==> config.mk <==
export PLATFORM = sky130hd
export DESIGN_NAME = sd_spi_master_flat
export DESIGN_NICKNAME = d
export VERILOG_FILES = /design/src/rtl/sd_spi_master_if.sv /design/src/rtl/sd_spi_master.sv /design/src/flat_wrapper.sv
export SDC_FILE = /design/constraint.sdc
export NUM_CORES = 1
export LEC_CHECK = 0
export BUFFER_PORTS_ARGS = -buffer_cell sky130_fd_sc_hd__buf_4
export CORE_MARGIN = 4
export CORE_UTILIZATION = 53
export DETAILED_ROUTE_END_ITERATION = 16
export PLACE_DENSITY = 0.77
export SETUP_SLACK_MARGIN = 0.02
export SYNTH_ARGS = -nofsm -noshare
export SYNTH_HDL_FRONTEND = slang
export SYNTH_SLANG_ARGS = --single-unit
==> constraint.sdc <==
create_clock -name spi_clk_i -period 2.2 [get_ports spi_clk_i]
set_input_delay 0.22 -clock spi_clk_i [delete_from_list [all_inputs] [get_ports spi_clk_i]]
set_output_delay 0.22 -clock spi_clk_i [all_outputs]
set_load 0.02 [all_outputs]
==> src/rtl/sd_spi_master_if.sv <==
// Host- and card-side signal bundle for the SD-card SPI master.
// The master modport is the controller's view; slave is the host/card side.
interface sd_spi_master_if;
    localparam int unsigned FRAME_W = 48;

    logic               spi_start_i;
    logic [FRAME_W-1:0] instruction_sd_i;
    logic               spi_fbo_i;
    logic [1:0]         clock_divider_i;
    logic               spi_MISO_i;
    logic               spi_SCK_o;
    logic               spi_MOSI_o;
    logic               spi_CS_o;
    logic [FRAME_W-1:0] spi_data_o;
    logic               spi_done_o;
    logic               spi_busy_o;

    modport master (
        input  spi_start_i, instruction_sd_i, spi_fbo_i, clock_divider_i, spi_MISO_i,
        output spi_SCK_o, spi_MOSI_o, spi_CS_o, spi_data_o, spi_done_o, spi_busy_o
    );

    modport slave (
        output spi_start_i, instruction_sd_i, spi_fbo_i, clock_divider_i, spi_MISO_i,
        input  spi_SCK_o, spi_MOSI_o, spi_CS_o, spi_data_o, spi_done_o, spi_busy_o
    );
endinterface

==> src/rtl/sd_spi_master.sv <==
// Mode-0 SPI master exchanging one 48-bit SD command frame per request,
// with selectable bit order, four SCK rates and a four-phase start/done handshake.
module sd_spi_master (
    input  logic            spi_clk_i,
    input  logic            spi_rst_i,
    sd_spi_master_if.master bus
);
    localparam int unsigned FRAME_W = 48;
    localparam int unsigned BIT_W   = 6;
    localparam int unsigned DIV_W   = 7;
    localparam logic [BIT_W-1:0] LAST_BIT = BIT_W'(FRAME_W - 1);

    typedef enum logic [2:0] {IDLE, CS_SETUP, SHIFT, CS_HOLD, DONE} state_t;

    state_t             state_q, state_d;
    logic [DIV_W-1:0]   div_cnt_q, div_cnt_d;
    logic [DIV_W-1:0]   half_q, half_d;
    logic [BIT_W-1:0]   bit_cnt_q, bit_cnt_d;
    logic [FRAME_W-1:0] tx_q, tx_d;
    logic [FRAME_W-1:0] rx_q, rx_d;
    logic [FRAME_W-1:0] data_q, data_d;
    logic               fbo_q, fbo_d;
    logic               sck_q, sck_d;
    logic               mosi_q, mosi_d;
    logic               cs_q, cs_d;
    logic               done_q, done_d;
    logic               busy_q, busy_d;

    // Terminal count of the half-period counter (H - 1).
    function automatic logic [DIV_W-1:0] half_last(input logic [1:0] sel);
        case (sel)
            2'd0:    half_last = DIV_W'(1);
            2'd1:    half_last = DIV_W'(3);
            2'd2:    half_last = DIV_W'(7);
            default: half_last = DIV_W'(127);
        endcase
    endfunction

    function automatic logic [FRAME_W-1:0] bit_reverse(input logic [FRAME_W-1:0] v);
        logic [FRAME_W-1:0] r;
        for (int i = 0; i < FRAME_W; i++) r[i] = v[FRAME_W-1-i];
        return r;
    endfunction

    // Frames are held MSB-first internally; LSB-first traffic is mirrored at the edges.
    always_comb begin
        state_d   = state_q;
        div_cnt_d = div_cnt_q;
        half_d    = half_q;
        bit_cnt_d = bit_cnt_q;
        tx_d      = tx_q;
        rx_d      = rx_q;
        data_d    = data_q;
        fbo_d     = fbo_q;
        sck_d     = sck_q;
        mosi_d    = mosi_q;

        case (state_q)
            IDLE: begin
                if (bus.spi_start_i) begin
                    state_d   = CS_SETUP;
                    fbo_d     = bus.spi_fbo_i;
                    half_d    = half_last(bus.clock_divider_i);
                    tx_d      = bus.spi_fbo_i ? bus.instruction_sd_i
                                              : bit_reverse(bus.instruction_sd_i);
                    mosi_d    = bus.spi_fbo_i ? bus.instruction_sd_i[FRAME_W-1]
                                              : bus.instruction_sd_i[0];
                    rx_d      = '0;
                    div_cnt_d = '0;
                    bit_cnt_d = '0;
                    sck_d     = 1'b0;
                end
            end
            CS_SETUP: begin
                if (div_cnt_q == half_q) begin
                    div_cnt_d = '0;
                    state_d   = SHIFT;
                end else begin
                    div_cnt_d = div_cnt_q + DIV_W'(1);
                end
            end
            SHIFT: begin
                if (div_cnt_q == half_q) begin
                    div_cnt_d = '0;
                    sck_d     = ~sck_q;
                    if (!sck_q) begin
                        rx_d = {rx_q[FRAME_W-2:0], bus.spi_MISO_i};
                    end else if (bit_cnt_q == LAST_BIT) begin
                        bit_cnt_d = '0;
                        mosi_d    = 1'b1;
                        state_d   = CS_HOLD;
                    end else begin
                        bit_cnt_d = bit_cnt_q + BIT_W'(1);
                        tx_d      = {tx_q[FRAME_W-2:0], 1'b1};
                        mosi_d    = tx_q[FRAME_W-2];
                    end
                end else begin
                    div_cnt_d = div_cnt_q + DIV_W'(1);
                end
            end
            CS_HOLD: begin
                if (div_cnt_q == half_q) begin
                    div_cnt_d = '0;
                    data_d    = fbo_q ? rx_q : bit_reverse(rx_q);
                    mosi_d    = 1'b1;
                    state_d   = DONE;
                end else begin
                    div_cnt_d = div_cnt_q + DIV_W'(1);
                end
            end
            DONE: begin
                if (!bus.spi_start_i) state_d = IDLE;
            end
            default: state_d = IDLE;
        endcase

        busy_d = (state_d == CS_SETUP) || (state_d == SHIFT) || (state_d == CS_HOLD);
        cs_d   = ~busy_d;
        done_d = (state_d == DONE);
    end

    always_ff @(posedge spi_clk_i) begin
        if (spi_rst_i) begin
            state_q   <= IDLE;
            div_cnt_q <= '0;
            half_q    <= '0;
            bit_cnt_q <= '0;
            tx_q      <= '0;
            rx_q      <= '0;
            data_q    <= '0;
            fbo_q     <= 1'b0;
            sck_q     <= 1'b0;
            mosi_q    <= 1'b1;
            cs_q      <= 1'b1;
            done_q    <= 1'b0;
            busy_q    <= 1'b0;
        end else begin
            state_q   <= state_d;
            div_cnt_q <= div_cnt_d;
            half_q    <= half_d;
            bit_cnt_q <= bit_cnt_d;
            tx_q      <= tx_d;
            rx_q      <= rx_d;
            data_q    <= data_d;
            fbo_q     <= fbo_d;
            sck_q     <= sck_d;
            mosi_q    <= mosi_d;
            cs_q      <= cs_d;
            done_q    <= done_d;
            busy_q    <= busy_d;
        end
    end

    assign bus.spi_SCK_o  = sck_q;
    assign bus.spi_MOSI_o = mosi_q;
    assign bus.spi_CS_o   = cs_q;
    assign bus.spi_data_o = data_q;
    assign bus.spi_done_o = done_q;
    assign bus.spi_busy_o = busy_q;
endmodule

==> src/flat_wrapper.sv <==
// flat-port wrapper written by rule: the top's interface ports become plain ports
module sd_spi_master_flat 
  (spi_clk_i, spi_rst_i, bus_spi_start_i, bus_instruction_sd_i, bus_spi_fbo_i, bus_clock_divider_i, bus_spi_MISO_i, bus_spi_SCK_o, bus_spi_MOSI_o, bus_spi_CS_o, bus_spi_data_o, bus_spi_done_o, bus_spi_busy_o);
  sd_spi_master_if bus_i ();
  input  logic spi_clk_i;
  input  logic spi_rst_i;
  input wire logic [$bits(bus_i.spi_start_i)-1:0] bus_spi_start_i;
  input wire logic [$bits(bus_i.instruction_sd_i)-1:0] bus_instruction_sd_i;
  input wire logic [$bits(bus_i.spi_fbo_i)-1:0] bus_spi_fbo_i;
  input wire logic [$bits(bus_i.clock_divider_i)-1:0] bus_clock_divider_i;
  input wire logic [$bits(bus_i.spi_MISO_i)-1:0] bus_spi_MISO_i;
  output wire logic [$bits(bus_i.spi_SCK_o)-1:0] bus_spi_SCK_o;
  output wire logic [$bits(bus_i.spi_MOSI_o)-1:0] bus_spi_MOSI_o;
  output wire logic [$bits(bus_i.spi_CS_o)-1:0] bus_spi_CS_o;
  output wire logic [$bits(bus_i.spi_data_o)-1:0] bus_spi_data_o;
  output wire logic [$bits(bus_i.spi_done_o)-1:0] bus_spi_done_o;
  output wire logic [$bits(bus_i.spi_busy_o)-1:0] bus_spi_busy_o;
  assign bus_i.spi_start_i = bus_spi_start_i;
  assign bus_i.instruction_sd_i = bus_instruction_sd_i;
  assign bus_i.spi_fbo_i = bus_spi_fbo_i;
  assign bus_i.clock_divider_i = bus_clock_divider_i;
  assign bus_i.spi_MISO_i = bus_spi_MISO_i;
  assign bus_spi_SCK_o = bus_i.spi_SCK_o;
  assign bus_spi_MOSI_o = bus_i.spi_MOSI_o;
  assign bus_spi_CS_o = bus_i.spi_CS_o;
  assign bus_spi_data_o = bus_i.spi_data_o;
  assign bus_spi_done_o = bus_i.spi_done_o;
  assign bus_spi_busy_o = bus_i.spi_busy_o;
  sd_spi_master u_core (.spi_clk_i(spi_clk_i), .spi_rst_i(spi_rst_i), .bus(bus_i));
endmodule
Word-level counts from Yosys, hierarchy flattened
Cells that the tools add are included.
{"block": "classes", "n_addsub": 2, "eq_ne": 18, "n_mux": 38, "bitwise_logic": 2, "reduce_logical": 16}
{"operator": "$mux 47", "n": 5}
{"operator": "$mux 48", "n": 4}
{"operator": "$pmux 48 s2", "n": 1}
{"operator": "$pmux 47 s2", "n": 1}
{"operator": "$mux 6", "n": 4}
{"operator": "$mux 3", "n": 7}
{"operator": "$pmux 7 s3", "n": 1}
{"operator": "$pmux 3 s5", "n": 1}
{"operator": "$mux 7", "n": 2}
{"operator": "$pmux 7 s2", "n": 1}
{"operator": "$eq 3x2->1 const B", "n": 4}
{"operator": "$pmux 6 s2", "n": 1}
{"operator": "$reduce_and 5->1", "n": 2}
{"operator": "$mux 1", "n": 8}
{"operator": "$reduce_and 4->1", "n": 2}
{"operator": "$add 7x1->7 const B", "n": 1}
{"operator": "$eq 7x7->1", "n": 1}
{"operator": "$add 6x1->6 const B", "n": 1}
{"operator": "$eq 3x1->1 const B", "n": 2}
{"operator": "$eq 3x3->1 const B", "n": 2}
{"operator": "$eq 6x6->1 const B", "n": 1}
{"operator": "$ne 2x1->1 const B", "n": 3}
{"operator": "$ne 2x2->1 const B", "n": 3}
{"operator": "$reduce_and 2->1", "n": 3}
{"operator": "12 further kinds", "n": 15}
{"block": "totals", "reg_bits": 172, "inputBits": 55, "output_inout_bits": 53, "elab_cells": 89}

Depth between registers and ports, before layout
Gate-level depths: netlist of the first run.
{"block": "logic_depth", "word_depth": 9, "depth_mapped": 9, "mapped_depth_nobuf": 6}

Least setup slack after synthesis of the first run
Ideal clock, no wire load.
{"block": "synth_timing", "kind": "register to register", "startpoint": "register u_core.div_cnt_q[3]", "endpoint": "register u_core.tx_q[45]", "setup_ps": 70, "t_arrival_ps": 2044, "setup_slack_ps": 85, "stages_incl_launch_ff": 8, "n_path_buf": 2, "cell_sequence": "dfxtp_1 > or4_4 > o22ai_4 > a21oi_2 > buf_6 > buf_6 > or4_1 > a21oi_1"}
{"block": "synth_between", "elab_chain_cells": 3}
{"item": "from (decl)", "line": "sd_spi_master.sv:16", "rtl": "logic [DIV_W-1:0] div_cnt_q, div_cnt_d;"}
{"item": "from (signal assigned)", "line": "sd_spi_master.sv:139", "rtl": "div_cnt_q <= div_cnt_d;"}
{"item": "$eq 7x7->1", "line": "sd_spi_master.sv:83", "rtl": "if (div_cnt_q == half_q) begin"}
{"item": "$ne 2x1->1 (no line)"}
{"item": "$reduce_and 5->1 (no line)"}
{"item": "to (signal assigned)", "line": "sd_spi_master.sv:142", "rtl": "tx_q <= tx_d;"}
{"item": "to (decl)", "line": "sd_spi_master.sv:19", "rtl": "logic [FRAME_W-1:0] tx_q, tx_d;"}
No other way between the ends.
A chain may end at the register's enable or synchronous reset.

Worst setup path in the final report of the first run
{"block": "layout_timing", "startpoint": "register u_core.div_cnt_q[6]", "endpoint": "register u_core.tx_q[39]"}
The elaborated chain is that of the path after synthesis.

==> impl_metrics.py, run 1 <==
metrics = {
    "run_status": {
        "status": "complete, no violations",
    },
    "global_route": {
        "globalRouteMet1Util": 0.297,
        "grt_pass1_wl_um": 33100,
        "grt_overflow": 0,
        "globalRouteMet3Util": 0.0400,
        "grt.busiest_layer": "met2",
        "grtUsageMet2": 0.351,
        "grt_use_total": 0.220,
        "grt_max_degree": 96,
        "antenna_found_initial": 0,
        "grt_pass1_vias": 6920,
    },
    "placement": {
        "io_buffers": 107,
        "place_hpwl_um": 12800,
        "placed_area_sq_um": 9380,
        "gp_congestion": 0.871,
        "dp_slack_ns": 0.0764,
        "dp_cells": 1273,
    },
    "synthesis": {
        "synth_edf_count": 0,
        "netlist_area_sq_um": 8330,
        "yosysSeqAreaShare": 0.406,
        "syn_nets": 1077,
        "synth_xor_area_frac": 0.00841,
        "synth.area.top_cells": "dfxtp_1 41%, mux2_2 6.5%, a21oi_1 6.4%, o21ai_0 5.9%, nor2b_1 5.5%",
        "synth_fa_ha_area_frac": 0.00300,
        "synth_top_family_by_area": "simple AND/OR/NAND/NOR gates",
        "yosysMostFrequentCell": "dfxtp_1",
        "synth_top_flop_cell": "dfxtp_1",
        "ys_ff_latch": 169,
        "synth_async_sr_flop_share": 0,
        "yosys.cell_types.count": 55,
        "ys_warn_count": 0,
        "avgSynthCellArea_sq_um": 8.17,
        "synth.area.mux_share": 0.0709,
        "yosys.area.top_type": "dfxtp_1",
        "synth.top_cell.area_share": 0.406,
        "yosys.area_share.simple": 0.242,
        "synthCells": 1020,
        "synth_compound_area_frac": 0.214,
        "synth_common_cells": "169 x dfxtp_1, 111 x nand2_1, 106 x a21oi_1",
    },
    "timing": {
        "timing.final.ws_setup_ns": 0.0759,
        "rsz0062_at_grt": "yes",
        "min_period_ns": 2.12,
        "drv_slew": 0,
        "post-route-period-util": 0.966,
        "setup_tns_ns": 0,
        "hold_violations": 0,
        "clock-skew-final_ns": 0.00564,
        "worstMarginPinSlew_ns": 0.912,
        "max_freq_mhz": 471,
        "setup_viol": 0,
        "max_slew_margin": 0.392,
    },
    "layout": {
        "drive_gt1_frac": 0.227,
        "fillers": 1303,
        "fin_cells": 1307,
        "fin_nets": 1140,
        "seqCellArea_sq_um": 3380,
        "insertedDiodeCount": 0,
        "area_growth_syn_to_layout_pct": 22.5,
        "multi_input_area_sq_um": 4570,
        "fin_area_sq_um": 10200,
    },
    "clocking": {
        "cts_tree": "yes",
        "clk_latency_ns": 0.43,
        "cts_buffer_depth": 2,
        "htreeDepth": 4,
        "clk_pin_slew_ns": 0.06,
        "cts.sinks": 169,
        "cts_root_buf": "clkbuf_16",
        "cts_buffers": 17,
        "post_cts_buffers": 0,
    },
    "die": {
        "die_w_um": 133,
        "design.die.area_sq_um": 17800,
        "die_h_um": 133,
        "row_count": 45,
        "start_util": 0.544,
        "coreArea_sq_um": 15300,
        "num_io_pins": 108,
    },
    "critical_path": {
        "r2r-start": "u_core.div_cnt_q[6]",
        "end_kind": "flip-flop",
        "cp-start-kind": "flip-flop",
        "crit_fanout": 37,
        "worstRegToRegCells": 6,
        "arrival_ns": 2.48,
        "regToRegEndpoint": "u_core.tx_q[39]",
        "r2r_setup_slack_ns": 0.08,
        "required_ns": 2.56,
        "worstSetupPathType": "flip-flop to flip-flop",
    },
    "pwr": {
        "clockPowerShare": 0.427,
        "power_density_nw_per_um2": 810,
        "power_leakage_nw": 3.84,
        "p_int_mw": 6.09,
        "switching_share": 0.263,
        "p_switching_mw": 2.18,
        "p_seq_frac": 0.398,
        "pwr-share-comb": 0.175,
        "ir_worst_vdd_mv": 0.631,
    },
    "routing": {
        "drtIter0Drc": 753,
        "drcViolationCount": 0,
        "vias": 7639,
        "wl_per_cell_um": 15.8,
        "wl_um": 20700,
        "viasPerCell": 5.84,
        "ant_nets": 0,
        "first_pass_iters": 7,
    },
    "hold_path": {
        "min_to": "u_core.half_q[2]",
        "hold_start": "bus_clock_divider_i[1]",
        "hold_depth": 3,
        "min_path_type": "primary input to flip-flop",
    },
    "run": {
        "max_cap_violations": 0,
    },
}
==> power groups by stage <==
| stage | Combinational [mW] | Sequential [mW] | Clock, mW |
|---|---|---|---|
| CTS | 1.37 | 3.29 | 3.56 |
| detailed placement | 1.37 | 3.35 | 0 |
| finish | 1.45 | 3.29 | 3.53 |
| global placement | 1.35 | 3.35 | 0 |
| floorplan | 0.923 | 3.35 | 0 |
| global route | 1.59 | 3.30 | 3.67 |
==> cells by family after synthesis <==
group                    Yosys count
AO/OA/AOI/OAI                    299
flip-flops                       169
XOR/XNOR                           8
multiplexers                      53
AND/OR/NAND/NOR                  382
adder cells (fa/ha/maj)            2
buffers and inverters            107
==> per-stage QoR <==
step / hold WS [ns] / power [mW] / utilization
finish: 0.0674 / 8.27 / 0.667
global route: 0.0873 / 8.56 / 0.667
CTS: 0.0577 / 8.22 / 0.658
detailed placement: 0.445 / 4.72 / 0.612
global placement: 0.438 / 4.70 / 0.612
floorplan: 0.356 / 4.27 / -
==> critical path, stage by stage, from the launching register on <==
cell and delay (ns):
dfxtp_1 0.33, or4_4 0.55, o22ai_4 0.15, a21oi_4 0.12, buf_12 0.18, or4_1 0.56
a21oi_1 0.15
==> state kept, by name (all words and copies together) (netlist names) <==
name,flops
u_core.div_cnt_q,7
u_core.bus.spi_CS_o,1
u_core.bus.spi_SCK_o,1
u_core.tx_q,47
u_core.bus.spi_done_o,1
u_core.bus.spi_busy_o,1
u_core.half_q,4
u_core.state_q,3
u_core.rx_q,48
u_core.bit_cnt_q,6
u_core.fbo_q,1
u_core.bus.spi_MOSI_o,1
u_core.bus.spi_data_o,48
==> final cells by class <==
cell class | instances | share of cell area
clock inverters | 12 | 0.0239
inverters | 3 | 0.00110
flip-flops and latches | 169 | 0.332
repair buffers | 148 | 0.125
clock buffers | 20 | 0.0447
multi-input cells | 744 | 0.448
well taps | 211 | 0.0259
==> layout by cell type, fill, tap and decap left out, types with 24 or more instances in the layout <==
cell      synthesis  final
dfxtp_1         169    168
buf_4             0    133
nand2_1         111    111
a21oi_1         106    102
o21ai_0          98     97
nor2b_1          73     72
nor2_1           71     71
mux2_2           48     48
a211oi_1         46     46
or4_1            46     46
nand2b_1         28     27
nand4_1          24     24
==> what timing repair did <==
action / 4_1_cts / 5_1_grt
gates resized for setup: 0 / 17
hold buffers: 0 / 0
setup endpoints to repair: 0 / 66
==> how the worst max path moves through the flow <==
stage | start | endpoint | slack (ns) | depth (start not counted)
global placement | u_core.bit_cnt_q[0] | u_core.tx_q[18] | 0.14 | 7
finish | u_core.div_cnt_q[6] | u_core.tx_q[39] | 0.08 | 6
detailed placement | u_core.div_cnt_q[6] | u_core.tx_q[18] | 0.08 | 6
global route | u_core.div_cnt_q[6] | u_core.tx_q[18] | 0.002 | 6
CTS | u_core.div_cnt_q[6] | u_core.tx_q[18] | 0.05 | 6
floorplan | u_core.div_cnt_q[3] | u_core.tx_q[45] | 0.09 | 7
==> layer usage <==
layer / wire [um] / vias up
met1: 9290 / 3596
met3: 1070 / 29
li1: - / 3799
met2: 9960 / 215
met4: 346 / 0
met5: 0 / -
Power figures use the tool's default switching activity.
==> inputs of run 2 (changes only) <==
--- a/config.mk
+++ b/config.mk
@@ -5,11 +5,13 @@
 export SDC_FILE = /design/constraint.sdc
 export NUM_CORES = 1
 export LEC_CHECK = 0
+export ABC_AREA = 1
 export BUFFER_PORTS_ARGS = -buffer_cell sky130_fd_sc_hd__buf_4
 export CORE_MARGIN = 4
-export CORE_UTILIZATION = 53
+export CORE_UTILIZATION = 55
+export CTS_BUF_LIST = sky130_fd_sc_hd__clkbuf_2
 export DETAILED_ROUTE_END_ITERATION = 16
-export PLACE_DENSITY = 0.77
+export PLACE_DENSITY = 0.79
 export SETUP_SLACK_MARGIN = 0.02
 export SYNTH_ARGS = -nofsm -noshare
 export SYNTH_HDL_FRONTEND = slang
==> run 2 against run 1 <==
  * Die area shrank 0.13%
  * Largest power group is now registers
  * Sequential power grew 5%
  * Core utilization grew 0.11 points
  * Clock-buffer cell count shrank 1
  * Area after synthesis grew 3.6%
  * Synthesized cell count grew 31%
  * Sequential share of layout area shrank 0.053 points
  * Register-to-register slack gained 0.16 ns
  * Combinational power grew 41%
  * Flip-flop and latch count is the same
  * Total power shrank 14%
  * Highest routed layer unchanged
  * Fmax grew 8.1%
==> impl_metrics.py, run 2 <==
metrics = {
    "synthesis": {
        "syn_nets": 1393,
        "ys_ff_latch": 169,
        "synth_top_flop_cell": "dfxtp_1",
        "synth.area.mux_share": 0,
        "synthCells": 1336,
        "synth_top_family_by_area": "simple AND/OR/NAND/NOR gates",
        "yosys.cell_types.count": 29,
        "synth.area.top_cells": "dfxtp_1 39%, nand2_1 13%, nor2_1 11%, o21ai_0 8.1%, inv_1 6.1%",
        "synth.top_cell.area_share": 0.392,
        "yosysSeqAreaShare": 0.392,
        "yosysMostFrequentCell": "nand2_1",
        "synth_async_sr_flop_share": 0,
        "synth_fa_ha_area_frac": 0.00290,
        "netlist_area_sq_um": 8630,
        "ys_warn_count": 0,
        "synth_xor_area_frac": 0.00101,
        "avgSynthCellArea_sq_um": 6.46,
        "synth_common_cells": "298 x nand2_1, 259 x nor2_1, 169 x dfxtp_1",
        "synth_compound_area_frac": 0.168,
        "synth_edf_count": 0,
        "yosys.area_share.simple": 0.311,
        "yosys.area.top_type": "dfxtp_1",
    },
    "layout": {
        "utilization": 0.668,
        "drive_gt1_frac": 0.128,
        "area_growth_syn_to_layout_pct": 18.4,
        "fin_nets": 1496,
        "fin_area_sq_um": 10200,
        "final_common_cell": "nand2_1",
        "fin_cells": 1665,
        "layout_common_cells": "298 x nand2_1, 259 x nor2_1, 168 x dfxtp_1",
    },
    "die": {
        "die_h_um": 133,
        "die_w_um": 133,
        "coreArea_sq_um": 15300,
        "start_util": 0.564,
        "num_io_pins": 108,
        "design.die.area_sq_um": 17800,
        "row_count": 45,
    },
    "clocking": {
        "clk_latency_ns": 0.73,
        "clk_pin_slew_ns": 0.25,
        "cts.sinks": 169,
        "post_cts_buffers": 0,
        "cts_root_buf": "clkbuf_2",
        "cts_buffers": 17,
        "cts_buffer_depth": 2,
        "cts_tree": "yes",
        "htreeDepth": 4,
    },
    "pwr": {
        "power_leakage_nw": 4.23,
        "ir_worst_vdd_mv": 0.410,
        "power_density_nw_per_um2": 699,
        "power.total_mw": 7.14,
    },
    "hold_path": {
        "hold_depth": 6,
        "hold_start": "bus_spi_fbo_i",
        "min_path_type": "primary input to flip-flop",
        "min_to": "u_core.tx_q[41]",
    },
    "critical_path": {
        "worstRegToRegCells": 8,
        "worstSetupPathType": "flip-flop to flip-flop",
        "regToRegEndpoint": "u_core.bus.spi_data_o[22]",
        "end_kind": "flip-flop",
        "cp-start-kind": "flip-flop",
        "crit_fanout": 25,
        "r2r-start": "u_core.state_q[1]",
        "startpoint": "u_core.state_q[1]",
        "r2r_setup_slack_ns": 0.23,
        "required_ns": 2.84,
        "arrival_ns": 2.61,
    },
    "timing": {
        "setup_viol": 0,
        "setup_tns_ns": 0,
        "hold_violations": 0,
        "post-route-period-util": 0.893,
        "timing.final.ws_setup_ns": 0.235,
        "holdWs_ns": 0.0778,
        "drv_slew": 0,
        "max_slew_margin": 0.574,
        "max_freq_mhz": 509,
        "clock-skew-final_ns": 0.0469,
        "min_period_ns": 1.97,
        "worstMarginPinSlew_ns": 0.638,
        "rsz0062_at_grt": "no",
    },
    "routing": {
        "drtIter0Drc": 798,
        "viasPerCell": 5.10,
        "drcViolationCount": 0,
        "vias": 8484,
        "first_pass_iters": 5,
        "wl_um": 19800,
        "wl_per_cell_um": 11.9,
        "ant_nets": 0,
    },
    "global_route": {
        "grt_pass1_wl_um": 33600,
        "antenna_found_initial": 1,
        "grt_overflow": 0,
        "grt_max_degree": 94,
        "grt_use_total": 0.220,
        "grt_pass1_vias": 7238,
    },
    "placement": {
        "gp_congestion": 0.807,
        "io_buffers": 107,
        "placed_area_sq_um": 9410,
        "dp_cells": 1575,
        "place_hpwl_um": 12300,
        "dp_slack_ns": 0.132,
    },
    "run": {
        "max_cap_violations": 0,
    },
    "run_status": {
        "status": "complete, no violations",
    },
}
[run 2: cell count changes in the layout (fill, tap and decap cells not counted), sizes merged, moves of 28 or more]
cell | before | now
a21oi | 107 | 67
mux2 | 48 | 0
nand2b | 28 | 0
nor2 | 71 | 266
or4 | 47 | 0
dlygate4sd3 | 0 | 56
a211oi | 46 | 1
nand2 | 111 | 301
o21ai | 98 | 150
inv | 3 | 154
nand4 | 24 | 59
nor2b | 73 | 0
o211ai | 0 | 46
[run 2: cell type report]
cell class | count | area [sq um]
antenna | 2 | 5.00
clock buffer | 19 | 95.1
timing repair buffer | 181 | 1580
multi-input combinational | 918 | 4180
sequential | 169 | 3380
fill | 1372 | 5090
tap | 211 | 264
inverter | 152 | 572
clock inverter | 13 | 144
[run 2: kinds of logic after synthesis]
group | count (synthesis)
compound gates | 264
xor+xnor | 1
fa+ha+maj | 2
buf+inv | 249
flops | 169
simple gates | 651
[run 2: worst max-delay path by stage]
stage / slack (ns) / to / cells after the start
2_1_floorplan: 0.62 / u_core.tx_q[12] / 12
3_3_place_gp: 0.17 / u_core.bit_cnt_q[0] / 8
3_5_place_dp: 0.13 / u_core.bit_cnt_q[0] / 8
4_1_cts: 0.09 / u_core.bit_cnt_q[0] / 9
5_1_grt: 0.03 / u_core.rx_q[10] / 10
6_report: 0.23 / u_core.bus.spi_data_o[22] / 8
[run 2: what timing repair did]
item | in CTS | in global routing
hold buffers | 55 | 1
hold endpoints to repair | 55 | 7
endpoints found under the setup margin | 0 | 6
resized for setup | 0 | 3
[run 2: per-layer routing]
metal  vias to the layer above  wire length [um]  global-route usage
met4                         0               218              0.0571
met1                      3786              9350               0.311
li1                       4457                 -                   -
met2                       218              9120               0.345
met5                         -                 0                   0
met3                        23              1070              0.0449
[run 2: worst max-delay path: stages (launching register included)]
cell,delay [ns]
dfxtp_1,0.47
inv_2,0.07
nor2_4,0.14
inv_1,0.10
nor2_1,0.23
nand2_2,0.30
buf_4,0.32
o21ai_0,0.18
nor2_1,0.05
[run 2: power by group]
part	internal (mW)	switching, mW
combinational	0.717	1.32
sequential	3.34	0.120
clock	0.541	1.10
==> inputs of run 3 (changes only) <==
--- a/config.mk
+++ b/config.mk
@@ -6,7 +6,9 @@
 export NUM_CORES = 1
 export LEC_CHECK = 0
 export ABC_AREA = 1
+export ABC_CLOCK_PERIOD_IN_PS = 1800
 export BUFFER_PORTS_ARGS = -buffer_cell sky130_fd_sc_hd__buf_4
+export CAP_MARGIN = 15
 export CORE_MARGIN = 4
 export CORE_UTILIZATION = 55
 export CTS_BUF_LIST = sky130_fd_sc_hd__clkbuf_2
==> constraint.sdc (replaced) <==
create_clock -name spi_clk_i -period 1.8 [get_ports spi_clk_i]
set_input_delay 0.18 -clock spi_clk_i [delete_from_list [all_inputs] [get_ports spi_clk_i]]
set_output_delay 0.18 -clock spi_clk_i [all_outputs]
set_load 0.02 [all_outputs]
==> run 3 against run 2 <==
  * Total power rose by 31%
  * Sequential power increased by 22%
  * First-iteration DRC count decreased by 7.5%
  * Die area did not move
  * Fmax grew 13%
  * Sequential share of layout area shrank 1.4 points
==> impl_metrics.py, run 3 (synthesis gave the netlist of run 2 again) <==
metrics = {
    "clocking": {
        "cts.sinks": 169,
        "cts_tree": "yes",
        "cts_root_buf": "clkbuf_2",
        "clk_latency_ns": 0.74,
        "cts_buffer_depth": 2,
        "clk_pin_slew_ns": 0.22,
        "htreeDepth": 4,
        "cts_buffers": 17,
    },
    "layout": {
        "layout_common_cells": "293 x nand2_1, 256 x nor2_1, 154 x dfxtp_1",
        "area_growth_syn_to_layout_pct": 24.4,
        "fillers": 1317,
        "seqCellArea_sq_um": 3410,
        "fin_nets": 1526,
        "drive_gt1_frac": 0.159,
        "fin_cells": 1689,
        "utilization": 0.701,
        "final_common_cell": "nand2_1",
        "fin_area_sq_um": 10700,
        "multi_input_area_sq_um": 4250,
    },
    "routing": {
        "viasPerCell": 5.15,
        "vias": 8691,
        "ant_nets": 0,
        "drcViolationCount": 0,
        "wl_um": 21500,
        "first_pass_iters": 5,
        "wl_per_cell_um": 12.7,
        "drtIter0Drc": 738,
    },
    "global_route": {
        "antenna_found_initial": 1,
        "grt_pass1_wl_um": 33900,
        "grt_max_degree": 94,
        "globalRouteMet1Util": 0.298,
        "globalRouteMet3Util": 0.0449,
        "grt_overflow": 0,
        "grt_use_total": 0.224,
        "grt.busiest_layer": "met2",
        "grtUsageMet2": 0.369,
        "grt_pass1_vias": 7446,
    },
    "critical_path": {
        "critical_path.top_delay_family": "simple AND/OR/NAND/NOR gates",
        "end_kind": "flip-flop",
        "critPathMaxStageDelay_ns": 0.39,
        "crit_slowest_cell": "dfxtp_2",
        "cp_cell_sequence": "inv_1 -> nand2_1 -> nand2_2 -> nor2_4 -> nand3_4 -> nand2_8 -> nand3_4 -> buf_12 -> clkbuf_16 -> nand2_1 -> nand2_1 -> nor2_1",
        "critPathBufInv": 3,
        "worstSetupPathType": "flip-flop to flip-flop",
        "cp_common_cell": "nand2_1",
        "arrival_ns": 2.42,
        "crit_fanout": 7,
        "cp-start-kind": "flip-flop",
        "required_ns": 2.48,
    },
    "run_status": {
        "status": "complete, no violations",
    },
    "die": {
        "row_count": 45,
        "die_h_um": 133,
        "coreArea_sq_um": 15300,
        "num_io_pins": 108,
        "die_w_um": 133,
        "start_util": 0.564,
        "design.die.area_sq_um": 17800,
    },
    "pwr": {
        "power_density_nw_per_um2": 869,
        "power_leakage_nw": 4.48,
        "ir_worst_vdd_mv": 0.425,
        "power.total_mw": 9.34,
    },
    "timing": {
        "post-route-period-util": 0.962,
        "rsz0062_at_grt": "yes",
        "min_period_ns": 1.73,
        "hold_violations": 0,
        "drv_slew": 0,
        "timing.final.ws_setup_ns": 0.0679,
        "max_slew_margin": 0.578,
        "clock-skew-final_ns": 0.0436,
        "worstMarginPinSlew_ns": 0.633,
        "max_freq_mhz": 577,
        "setup_viol": 0,
        "holdWs_ns": 0.0496,
        "setup_tns_ns": 0,
    },
    "placement": {
        "io_buffers": 107,
        "dp_cells": 1591,
        "dp_slack_ns": 0.0552,
        "gp_congestion": 0.836,
        "placed_area_sq_um": 9590,
        "place_hpwl_um": 12700,
    },
    "hold_path": {
        "min_path_type": "primary input to flip-flop",
    },
    "run": {
        "max_cap_violations": 0,
    },
}
run 3: worst paths after layout:
| check | start | to | slack [ns] | cells past startpoint |
|---|---|---|---|---|
| worst max-delay path | u_core.half_q[0] | u_core.tx_q[34] | 0.07 | 12 |
| worst min register to register | u_core.rx_q[41] | u_core.rx_q[41] | 0.49 | 2 |
| worst max register to register | u_core.half_q[0] | u_core.tx_q[34] | 0.07 | 12 |
| worst min-delay path | bus_spi_fbo_i | u_core.tx_q[37] | 0.05 | 6 |
run 3: layer usage:
| layer | vias up | wire, um |
|---|---|---|
| li1 | 4526 | - |
| met1 | 3894 | 9760 |
| met2 | 245 | 10200 |
| met3 | 26 | 1220 |
| met4 | 0 | 299 |
| met5 | - | 0 |
run 3: power breakdown:
part           total [mW]  internal, mW  switching [mW]
clock network        1.98         0.726            1.26
registers            4.23          4.08           0.142
logic                3.13          1.29            1.84
run 3: timing repair:
action | CTS | global route
pin swaps | 0 | 7
hold endpoints to repair | 70 | 0
cloned | 0 | 9
setup endpoints to repair | 2 | 154
setup buffers | 0 | 4
gates resized for setup | 2 | 40
hold buffers | 57 | 0
run 3: cell type report:
type                            count  share of cell area
Multi-Input combinational cell    919               0.396
Sequential cell                   169               0.317
Timing Repair Buffer              210               0.188
Inverter                          152              0.0533
Tap cell                          211              0.0246
Clock inverter                     10              0.0121
Clock buffer                       17             0.00792
Antenna cell                        1            0.000233
run 3: worst min-delay path: stages:
cell	delay, ns
buf_4	0.21
nand2_1	0.10
o211ai_1	0.09
o21ai_0	0.07
nor2_1	0.05
nor2_1	0.08
